### src/rtl/seg_scan_ctrl.sv
// Time-multiplexed 7-segment scan controller: double-buffered BCD frame,
// one-hot digit drive with a blanking guard and a sanitized decoder input.
module seg_scan_ctrl #(
    parameter int NUM_DIGITS = 4,
    parameter int DWELL      = 1000,
    parameter int BLANK_CYC  = 2
) (
    input  logic                    clk,
    input  logic                    reset,
    input  logic                    load,
    input  logic [4*NUM_DIGITS-1:0] digits_in,
    input  logic                    lzb,
    output logic                    ready,
    output logic [3:0]              bcd_out,
    output logic                    dec_en,
    output logic [NUM_DIGITS-1:0]   digit_sel,
    output logic                    frame_start,
    output logic                    err
);
    localparam int CNT_MAX = (DWELL > BLANK_CYC) ? DWELL : BLANK_CYC;
    localparam int CW      = $clog2(CNT_MAX + 1);
    localparam int IW      = $clog2(NUM_DIGITS);
    localparam logic [CW-1:0] BLANK_LAST = CW'(BLANK_CYC - 1);
    localparam logic [CW-1:0] DWELL_LAST = CW'(DWELL - 1);
    localparam logic [IW-1:0] IDX_LAST   = IW'(NUM_DIGITS - 1);

    typedef enum logic [1:0] {
        S_IDLE  = 2'd0,
        S_BLANK = 2'd1,
        S_SHOW  = 2'd2
    } state_t;

    state_t                  r_state, w_state_nxt;
    logic [IW-1:0]           r_idx, w_idx_nxt;
    logic [CW-1:0]           r_cnt, w_cnt_nxt;
    logic [4*NUM_DIGITS-1:0] r_pend_d, r_act_d, w_act_d_nxt;
    logic                    r_pend_z, r_pend_v, r_act_z, w_act_z_nxt;
    logic                    w_pend_v_nxt, w_take, w_accept, w_fs_nxt, w_lit;
    logic [NUM_DIGITS-1:0]   w_mask, w_sel_nxt;
    logic [3:0]              w_bcd_nxt;

    // A digit is dark if its code is illegal, or (with lzb) it and all higher digits are zero.
    function automatic logic [NUM_DIGITS-1:0] suppress_mask(input logic [4*NUM_DIGITS-1:0] d,
                                                            input logic z);
        logic [NUM_DIGITS-1:0] m;
        logic                  all_zero;
        m        = '0;
        all_zero = 1'b1;
        for (int i = NUM_DIGITS - 1; i >= 0; i--) begin
            all_zero = all_zero & (d[4*i +: 4] == 4'd0);
            m[i]     = (d[4*i +: 4] > 4'd9) | (z & all_zero & (i != 0));
        end
        return m;
    endfunction

    function automatic logic any_invalid(input logic [4*NUM_DIGITS-1:0] d);
        logic bad;
        bad = 1'b0;
        for (int i = 0; i < NUM_DIGITS; i++) begin
            bad = bad | (d[4*i +: 4] > 4'd9);
        end
        return bad;
    endfunction

    function automatic logic [3:0] sanitize(input logic [4*NUM_DIGITS-1:0] d,
                                            input logic [IW-1:0] idx);
        logic [3:0] c;
        c = d[4*int'(idx) +: 4];
        return (c > 4'd9) ? 4'd0 : c;
    endfunction

    assign w_accept = load & ~r_pend_v;

    // Scan sequencing and frame-boundary transfer of pending into active.
    always_comb begin
        w_state_nxt = r_state;
        w_idx_nxt   = r_idx;
        w_cnt_nxt   = r_cnt;
        w_take      = 1'b0;
        w_fs_nxt    = 1'b0;
        case (r_state)
            S_IDLE: begin
                if (r_pend_v) begin
                    w_take      = 1'b1;
                    w_fs_nxt    = 1'b1;
                    w_state_nxt = S_BLANK;
                    w_idx_nxt   = '0;
                    w_cnt_nxt   = '0;
                end else begin
                    w_state_nxt = S_IDLE;
                end
            end
            S_BLANK: begin
                if (r_cnt == BLANK_LAST) begin
                    w_state_nxt = S_SHOW;
                    w_cnt_nxt   = '0;
                end else begin
                    w_cnt_nxt = r_cnt + CW'(1);
                end
            end
            S_SHOW: begin
                if (r_cnt == DWELL_LAST) begin
                    w_state_nxt = S_BLANK;
                    w_cnt_nxt   = '0;
                    if (r_idx == IDX_LAST) begin
                        w_idx_nxt = '0;
                        w_fs_nxt  = 1'b1;
                        w_take    = r_pend_v;
                    end else begin
                        w_idx_nxt = r_idx + IW'(1);
                    end
                end else begin
                    w_cnt_nxt = r_cnt + CW'(1);
                end
            end
            default: begin
                w_state_nxt = S_IDLE;
                w_idx_nxt   = '0;
                w_cnt_nxt   = '0;
            end
        endcase
        if (w_take) begin
            w_act_d_nxt  = r_pend_d;
            w_act_z_nxt  = r_pend_z;
            w_pend_v_nxt = 1'b0;
        end else begin
            w_act_d_nxt  = r_act_d;
            w_act_z_nxt  = r_act_z;
            w_pend_v_nxt = r_pend_v | w_accept;
        end
    end

    // Outputs are derived from next-state values so the registered outputs line up with the state.
    always_comb begin
        w_mask    = suppress_mask(w_act_d_nxt, w_act_z_nxt);
        w_lit     = (w_state_nxt == S_SHOW) & ~w_mask[w_idx_nxt];
        w_sel_nxt = '0;
        w_sel_nxt[w_idx_nxt] = w_lit;
        if (w_state_nxt == S_IDLE) begin
            w_bcd_nxt = 4'd0;
        end else begin
            w_bcd_nxt = sanitize(w_act_d_nxt, w_idx_nxt);
        end
    end

    // State, frame buffers and registered outputs.
    always_ff @(posedge clk) begin
        if (reset) begin
            r_state     <= S_IDLE;
            r_idx       <= '0;
            r_cnt       <= '0;
            r_pend_d    <= '0;
            r_pend_z    <= 1'b0;
            r_pend_v    <= 1'b0;
            r_act_d     <= '0;
            r_act_z     <= 1'b0;
            ready       <= 1'b1;
            bcd_out     <= 4'd0;
            dec_en      <= 1'b0;
            digit_sel   <= '0;
            frame_start <= 1'b0;
            err         <= 1'b0;
        end else begin
            r_state  <= w_state_nxt;
            r_idx    <= w_idx_nxt;
            r_cnt    <= w_cnt_nxt;
            r_pend_v <= w_pend_v_nxt;
            r_act_d  <= w_act_d_nxt;
            r_act_z  <= w_act_z_nxt;
            if (w_accept) begin
                r_pend_d <= digits_in;
                r_pend_z <= lzb;
            end
            ready       <= ~w_pend_v_nxt;
            bcd_out     <= w_bcd_nxt;
            dec_en      <= w_lit;
            digit_sel   <= w_sel_nxt;
            frame_start <= w_fs_nxt;
            err         <= any_invalid(w_act_d_nxt);
        end
    end

endmodule

### config.mk
export PLATFORM = sky130hd
export DESIGN_NAME = seg_scan_ctrl
export DESIGN_NICKNAME = d
export VERILOG_FILES = /design/src/rtl/seg_scan_ctrl.sv
export SDC_FILE = /design/constraint.sdc
export NUM_CORES = 1
export LEC_CHECK = 0
export ABC_CLOCK_PERIOD_IN_PS = 3000
export CAP_MARGIN = 20
export CORE_MARGIN = 5
export CORE_UTILIZATION = 30
export DETAILED_ROUTE_END_ITERATION = 8
export PLACE_DENSITY = 0.56
export SLEW_MARGIN = 40
export SYNTH_ARGS = -nofsm -noshare
export SYNTH_HDL_FRONTEND = slang
export SYNTH_SLANG_ARGS = --single-unit
### constraint.sdc
create_clock -name clk -period 3 [get_ports clk]
set_input_delay 0.6 -clock clk [delete_from_list [all_inputs] [get_ports clk]]
set_output_delay 0.6 -clock clk [all_outputs]
set_load 0.02 [all_outputs]
==> results.ini, run 1 <==
[outcome]
run_status=complete, no violations

[synth]
mappedNetlistNets=349
synth-main-ff-cell=sky130_fd_sc_hd__dfxtp_1
ys_seq_area_share_pct=43.5
synthesized_cell_area_um2=2810
syn_inst=322
yosys_warnings=0
synth_enable_flop_cells=0
post_synth_most_frequent_cells=61 x sky130_fd_sc_hd__dfxtp_1, 49 x sky130_fd_sc_hd__nand2_1, 37 x sky130_fd_sc_hd__nor2_1
synth_top_area_cell=sky130_fd_sc_hd__dfxtp_1
synth_top_area_share_pct=43.5
yosysMostFrequentCell=sky130_fd_sc_hd__dfxtp_1
synthTopCellsByArea=sky130_fd_sc_hd__dfxtp_1 43%, sky130_fd_sc_hd__mux2i_1 7.5%, sky130_fd_sc_hd__nand2_1 6.5%
synth-seq-cells=61
synth_async_sr_flop_share_pct=0
synth_cell_type_count=55
avgSynthCellArea_um2=8.73

[final_layout]
antenna_cells_inserted=0
stdcell_count=469
share_of_final_layout_standard_cells_stronger_than_drive_strength_1_pct=9.78
area_growth_pct=21.0
finalNetCount=380
final_instance_area_um2=3400

[global_routing]
grt_remaining_overflow=0
antenna_found_initial=0
grt_max_degree=45
grt_pass1_vias=2318
grt.total_usage_pct=12.3
first_pass_grt_wire_length_um=11300

[sta]
worst_pin_slew_ns=0.686
slew_viol_final=0
max_clock_freq_ghz=0.363
period_needed_ns=2.76
finalSetupViolations=0
finalSetupTns_ns=0
unrepaired_setup_endpoints_after_global_routing=no
timing.slew.headroom_pct=54.2
fin_skew_ns=0.0198
fin_crit_sh_pct=91.9
final_hold_vio_count=0

[cts]
cts_tree=done
ctsResizeCount=0
cts_inserted_buffers=9
cts_max_path_buffers=2
ctsRootBufferMaster=sky130_fd_sc_hd__clkbuf_8
postCtsSetupRepairBufs=0
clock_tree.htree_level_count=3
cts-hold-fix-buffers=0
clkSlewWorstSetupHoldPaths_ns=0.08
cts.sink_count=61
clock_insertion_delay_worst_skew_ns=0.34

[die]
fp.dieW_um=107
design.die.area_um2=11400
io_pins=32
start_util_pct=30.6
floorplan.rows=35
die_h_um=107
floorplan.core_area_um2=9200

[drt]
drc_violations=0
drt-wirelength-per-cell_um=13.9
num_vias=2368
drt-total-wl_um=6540
final_antenna_net_count=0
drt_first_pass_iters=4
route.detailed.vias_per_inst=5.05
detailedRoute.firstIterationViolations=101

[worst_hold_path]
min_from=r_pend_d[4]$_SDFFE_PP0P_
hp-class=reg2reg

[power_and_ir_drop]
power_mw=1.77
total_leakage_power_nw=1.23
irDropWorstVdd_mv=0.195
power-per-cell-area_nw_per_um2=522

[critical_path]
timing.critical_path.from=r_cnt[0]$_SDFFE_PP0P_
critical_path_class=reg2reg
crit_path_cell_trace=ha_1 > and4_4 > nand3_2 > o21ai_2 > buf_4 > mux2i_1 > mux2i_1 > a21bo_1 > or2_1 > a211oi_2
arrival_ns=3.01
rrSetupSlack_ns=0.24
critical_path.slowest_cell=sky130_fd_sc_hd__dfxtp_1
r2r_cells=10
critical-path-top-delay-family=simple AND/OR/NAND/NOR gates
cpMostUsedCell=sky130_fd_sc_hd__mux2i_1
crit-reg2reg-capture=bcd_out[0]$_SDFF_PP0_
worst-path-max-fanout=17
crit_path_end_kind=flop
r2r_start=r_cnt[0]$_SDFFE_PP0P_
crit_path_max_incr_delay_ns=0.42
worstPathBufferInverterCount=1
worst_setup_path_start_kind=flop
end_of_the_critical_path=bcd_out[0]$_SDFF_PP0_
critical_path_cell_count=10
critical_path_required_ns=3.26

[placed_design]
numPortBuffers=31
dpl-instance-area_um2=3200
detailed_place_hpwl_um=4760
gp_congestion=0.815
place.detailed.instances=453

[run]
maxCapViolCount=0

-- worst min path at each step --
stage	end	slack (ns)	cells past startpoint
2_1_floorplan	r_pend_d[0]$_SDFFE_PP0P_	0.44	2
3_3_place_gp	r_pend_d[0]$_SDFFE_PP0P_	0.46	2
3_5_place_dp	r_pend_d[4]$_SDFFE_PP0P_	0.46	2
4_1_cts	r_pend_d[4]$_SDFFE_PP0P_	0.47	2
5_1_grt	r_pend_d[0]$_SDFFE_PP0P_	0.50	2
6_report	r_pend_d[4]$_SDFFE_PP0P_	0.46	2
-- logic make-up after synthesis --
| family | share of synthesized area (%) |
|---|---|
| compound gates | 14.2 |
| mux | 8.28 |
| flops | 43.5 |
| simple gates | 24.8 |
| fa+ha+maj | 3.12 |
| xor+xnor | 2.18 |
| buf+inv | 4.01 |
-- worst min-delay path, cell delays in order (launching register included) --
cell and delay (ns):
sky130_fd_sc_hd__dfxtp_1 0.31, sky130_fd_sc_hd__nand2_1 0.05, sky130_fd_sc_hd__a21oi_1 0.05
-- per-stage QoR --
step	hold WS, ns	setup WS (ns)	util (%)
after floorplan	0.436	0.551	-
after global placement	0.456	0.357	34.8
after detailed placement	0.457	0.275	34.8
after CTS	0.467	0.227	37.0
after global routing	0.504	0.0499	37.0
final	0.459	0.243	37.0
-- registers in the layout (all words and copies together) (netlist names), 2 cells and up --
register,cells
r_pend_d,16
r_act_d,16
r_cnt,10
digit_sel,4
r_state,2
r_idx,2
bcd_out,4
-- layer usage --
| layer | share of wire [%] | vias up | GRT usage, % | routed length (um) |
|---|---|---|---|---|
| met2 | 43 | 49 | 17.6 | 2780 |
| met1 | 51 | 1113 | 17.4 | 3340 |
| met3 | 4.4 | 11 | 3.49 | 289 |
| li1 | - | 1195 | - | - |
| met5 | 0 | - | 0 | 0 |
| met4 | 2.0 | 0 | 4.66 | 129 |
-- layout by cell type (no fill, tap or decap), types with 3 or more instances in the layout --
cell type / synthesis / routed
sky130_fd_sc_hd__a21oi_1: 26 / 26
sky130_fd_sc_hd__a31oi_1: 5 / 5
sky130_fd_sc_hd__buf_4: 0 / 4
sky130_fd_sc_hd__clkbuf_8: 0 / 10
sky130_fd_sc_hd__clkdlybuf4s50_1: 0 / 31
sky130_fd_sc_hd__dfxtp_1: 61 / 61
sky130_fd_sc_hd__ha_1: 7 / 7
sky130_fd_sc_hd__inv_1: 6 / 6
sky130_fd_sc_hd__mux2i_1: 21 / 21
sky130_fd_sc_hd__nand2_1: 49 / 49
sky130_fd_sc_hd__nand2b_1: 3 / 3
sky130_fd_sc_hd__nand3_1: 10 / 10
sky130_fd_sc_hd__nand4_1: 3 / 3
sky130_fd_sc_hd__nor2_1: 37 / 37
sky130_fd_sc_hd__nor2b_1: 3 / 3
sky130_fd_sc_hd__nor3_1: 8 / 8
sky130_fd_sc_hd__nor3b_1: 3 / 3
sky130_fd_sc_hd__nor4_1: 7 / 7
sky130_fd_sc_hd__o21ai_0: 9 / 9
sky130_fd_sc_hd__or4_1: 3 / 3
sky130_fd_sc_hd__xnor2_1: 3 / 3
sky130_fd_sc_hd__xor2_1: 4 / 4
-- power breakdown --
| part | leakage (nW) | switching, mW | total (mW) | internal (mW) |
|---|---|---|---|---|
| sequential | 0.496 | 0.0217 | 0.858 | 0.837 |
| clock | 0.0959 | 0.333 | 0.741 | 0.408 |
| combinational | 0.637 | 0.0949 | 0.176 | 0.0810 |
| total | 1.23 | 0.449 | 1.77 | 1.33 |
-- cell type report --
cell class / instances / area [um^2]
Clock buffer: 11 / 141
Clock inverter: 5 / 58.8
Fill cell: 972 / 5800
Inverter: 6 / 22.5
Multi-Input combinational cell: 240 / 1480
Sequential cell: 61 / 1220
Tap cell: 111 / 139
Timing Repair Buffer: 35 / 340
Power figures use the tool's default switching activity.
==> run 2: changes to the inputs <==
--- a/config.mk
+++ b/config.mk
@@ -5,13 +5,12 @@
 export SDC_FILE = /design/constraint.sdc
 export NUM_CORES = 1
 export LEC_CHECK = 0
-export ABC_CLOCK_PERIOD_IN_PS = 3000
 export CAP_MARGIN = 20
 export CORE_MARGIN = 5
 export CORE_UTILIZATION = 30
+export CTS_CLUSTER_DIAMETER = 120
 export DETAILED_ROUTE_END_ITERATION = 8
 export PLACE_DENSITY = 0.56
-export SLEW_MARGIN = 40
 export SYNTH_ARGS = -nofsm -noshare
 export SYNTH_HDL_FRONTEND = slang
 export SYNTH_SLANG_ARGS = --single-unit
==> results of run 2 <==
Final layout, timing and power as in run 1 (identical DEF).
==> run 3: changes to the inputs <==
--- a/config.mk
+++ b/config.mk
@@ -10,7 +10,8 @@
 export CORE_UTILIZATION = 30
 export CTS_CLUSTER_DIAMETER = 120
 export DETAILED_ROUTE_END_ITERATION = 8
-export PLACE_DENSITY = 0.56
+export PLACE_DENSITY_LB_ADDON = 0.3
 export SYNTH_ARGS = -nofsm -noshare
 export SYNTH_HDL_FRONTEND = slang
 export SYNTH_SLANG_ARGS = --single-unit
+export TNS_END_PERCENT = 50
==> results.ini, run 3 (synthesis gave the netlist of run 1 again) <==
[drt]
drt_first_pass_iters=4  ; unchanged
num_vias=2329  ; -1.6%
detailedRoute.firstIterationViolations=88  ; -13%
route.detailed.vias_per_inst=4.97  ; -1.6%
drc_violations=0  ; unchanged
drt-wirelength-per-cell_um=14.0  ; +0.76%
final_antenna_net_count=0  ; unchanged
drt-total-wl_um=6590  ; +0.76%

[critical_path]
critical_path_required_ns=3.26  ; about the same
worst_setup_path_start_kind=flop
critical_path_class=reg2reg
rrSetupSlack_ns=0.25  ; about the same
crit_path_end_kind=flop
crit-reg2reg-capture=bcd_out[0]$_SDFF_PP0_
r2r_start=r_cnt[0]$_SDFFE_PP0P_
worst-path-max-fanout=10  ; -7
arrival_ns=3.01  ; about the same
r2r_cells=10  ; unchanged

[final_layout]
most-common-layout-cells=61 x sky130_fd_sc_hd__dfxtp_1, 49 x sky130_fd_sc_hd__nand2_1, 37 x sky130_fd_sc_hd__nor2_1
final_instance_area_um2=3400  ; about the same
antenna_cells_inserted=0  ; unchanged
reg_top3=r_act_d (16), r_pend_d (16), r_cnt (10)
stdcell_count=469  ; unchanged
finalNetCount=380  ; unchanged
area_growth_pct=20.9  ; about the same
share_of_final_layout_standard_cells_stronger_than_drive_strength_1_pct=10.1  ; +0.28 points
commonest_non_fill_non_tap_cell_in_the_layout=sky130_fd_sc_hd__dfxtp_1

[die]
io_pins=32  ; unchanged
die_h_um=107  ; unchanged
fp.dieW_um=107  ; unchanged
floorplan.rows=35  ; unchanged
floorplan.core_area_um2=9200  ; unchanged
start_util_pct=30.6  ; unchanged
design.die.area_um2=11400  ; unchanged

[sta]
timing.slew.headroom_pct=56.1  ; +1.9 points
finalSetupViolations=0  ; unchanged
final.hold.worst_slack_ns=0.468  ; +0.00934 ns
final_hold_vio_count=0  ; unchanged
unrepaired_setup_endpoints_after_global_routing=no
finalSetupTns_ns=0  ; unchanged
period_needed_ns=2.75  ; -0.00766 ns
fin_skew_ns=0.0101  ; -0.00964 ns
max_clock_freq_ghz=0.364  ; +0.28%
slew_viol_final=0  ; unchanged
worst_pin_slew_ns=0.658  ; -0.0284 ns
fin_crit_sh_pct=91.6  ; -0.26 points

[cts]
cts_tree=done
ctsResizeCount=0  ; unchanged
clkSlewWorstSetupHoldPaths_ns=0.07  ; about the same
ctsRootBufferMaster=sky130_fd_sc_hd__clkbuf_8
cts-hold-fix-buffers=0  ; unchanged
clock_tree.htree_level_count=3  ; unchanged
cts_inserted_buffers=9  ; unchanged
clock_insertion_delay_worst_skew_ns=0.34  ; about the same
cts.sink_count=61  ; unchanged
postCtsSetupRepairBufs=0  ; unchanged
cts_max_path_buffers=2  ; unchanged

[worst_hold_path]
min_from=r_pend_d[0]$_SDFFE_PP0P_
hold_depth=2  ; unchanged
hp-class=reg2reg
min_delay_worst_endpoint=r_pend_d[0]$_SDFFE_PP0P_

[global_routing]
grt_remaining_overflow=0  ; unchanged
grt_pass1_vias=2245  ; -3.1%
first_pass_grt_wire_length_um=11000  ; -3.1%
grt.total_usage_pct=12.2  ; -0.063 points
antenna_found_initial=0  ; unchanged
grt_max_degree=45  ; unchanged

[placed_design]
gp_congestion=0.831  ; +1.9%
numPortBuffers=31  ; unchanged
dpl-instance-area_um2=3200  ; unchanged
place.detailed.instances=453  ; unchanged
detailed_place_hpwl_um=4810  ; +1.0%

[run]
maxCapViolCount=0  ; unchanged

[power_and_ir_drop]
p_comb_share_pct=10.0  ; about the same
power-per-cell-area_nw_per_um2=521  ; -0.29%
total_leakage_power_nw=1.24  ; +0.62%
net-switching-power_uw=464  ; +3.3%
power_frac_seq_pct=48.5  ; about the same
power.internal_mw=1.30  ; -1.6%
clock_power_share_pct=41.5  ; -0.2 points
irDropWorstVdd_mv=0.179  ; -8.2%
switching_share_pct=26.2  ; +0.92 points

[outcome]
run_status=complete, no violations

==> run 3: power groups by stage <==
stage | registers [mW] | logic (mW) | clock network, mW
final | 0.859 | 0.176 | 0.734
after global routing | 0.862 | 0.194 | 0.798
after CTS | 0.858 | 0.177 | 0.760
after detailed placement | 0.877 | 0.177 | 0
after global placement | 0.877 | 0.175 | 0
after floorplan | 0.873 | 0.122 | 0
==> run 3: layout make-up <==
cell class	instances	area, um^2
Tap cell	111	139
Clock buffer	9	124
Multi-Input combinational cell	240	1480
Inverter	6	22.5
Sequential cell	61	1220
Clock inverter	7	75.1
Fill cell	938	5800
Timing Repair Buffer	35	340
==> run 3: how the worst max path moves through the flow <==
| stage | start | end | slack, ns |
|---|---|---|---|
| floorplan | r_cnt[0]$_SDFFE_PP0P_ | bcd_out[0]$_SDFF_PP0_ | 0.55 |
| global placement | r_cnt[0]$_SDFFE_PP0P_ | bcd_out[0]$_SDFF_PP0_ | 0.36 |
| detailed placement | r_cnt[0]$_SDFFE_PP0P_ | bcd_out[0]$_SDFF_PP0_ | 0.28 |
| CTS | r_cnt[0]$_SDFFE_PP0P_ | bcd_out[0]$_SDFF_PP0_ | 0.25 |
| global route | r_cnt[0]$_SDFFE_PP0P_ | bcd_out[0]$_SDFF_PP0_ | 0.02 |
| finish | r_cnt[0]$_SDFFE_PP0P_ | bcd_out[0]$_SDFF_PP0_ | 0.25 |
==> run 3: routing by layer <==
metal / vias up / global-route usage, % / wire length, um
met4: 0 / 6.12 / 142
met5: - / 0 / 0
met3: 13 / 3.43 / 240
met2: 56 / 17.6 / 2850
li1: 1196 / - / -
met1: 1064 / 16.6 / 3360
==> run 3: critical path, stage by stage (launching register included) <==
cell	delay, ns
sky130_fd_sc_hd__dfxtp_1	0.42
sky130_fd_sc_hd__ha_1	0.27
sky130_fd_sc_hd__and4_4	0.28
sky130_fd_sc_hd__nand3_2	0.14
sky130_fd_sc_hd__o21ai_2	0.19
sky130_fd_sc_hd__buf_4	0.22
sky130_fd_sc_hd__mux2_2	0.36
sky130_fd_sc_hd__a2bb2oi_1	0.14
sky130_fd_sc_hd__a21bo_1	0.23
sky130_fd_sc_hd__or2_1	0.24
sky130_fd_sc_hd__a211oi_2	0.21
==> run 3: through the flow <==
step | setup slack (ns) | power, mW | util [%]
after global routing | 0.0155 | 1.85 | 37.0
after CTS | 0.247 | 1.80 | 37.0
after detailed placement | 0.282 | 1.05 | 34.8
after global placement | 0.356 | 1.05 | 34.8
final | 0.251 | 1.77 | 37.0
after floorplan | 0.551 | 0.995 | -
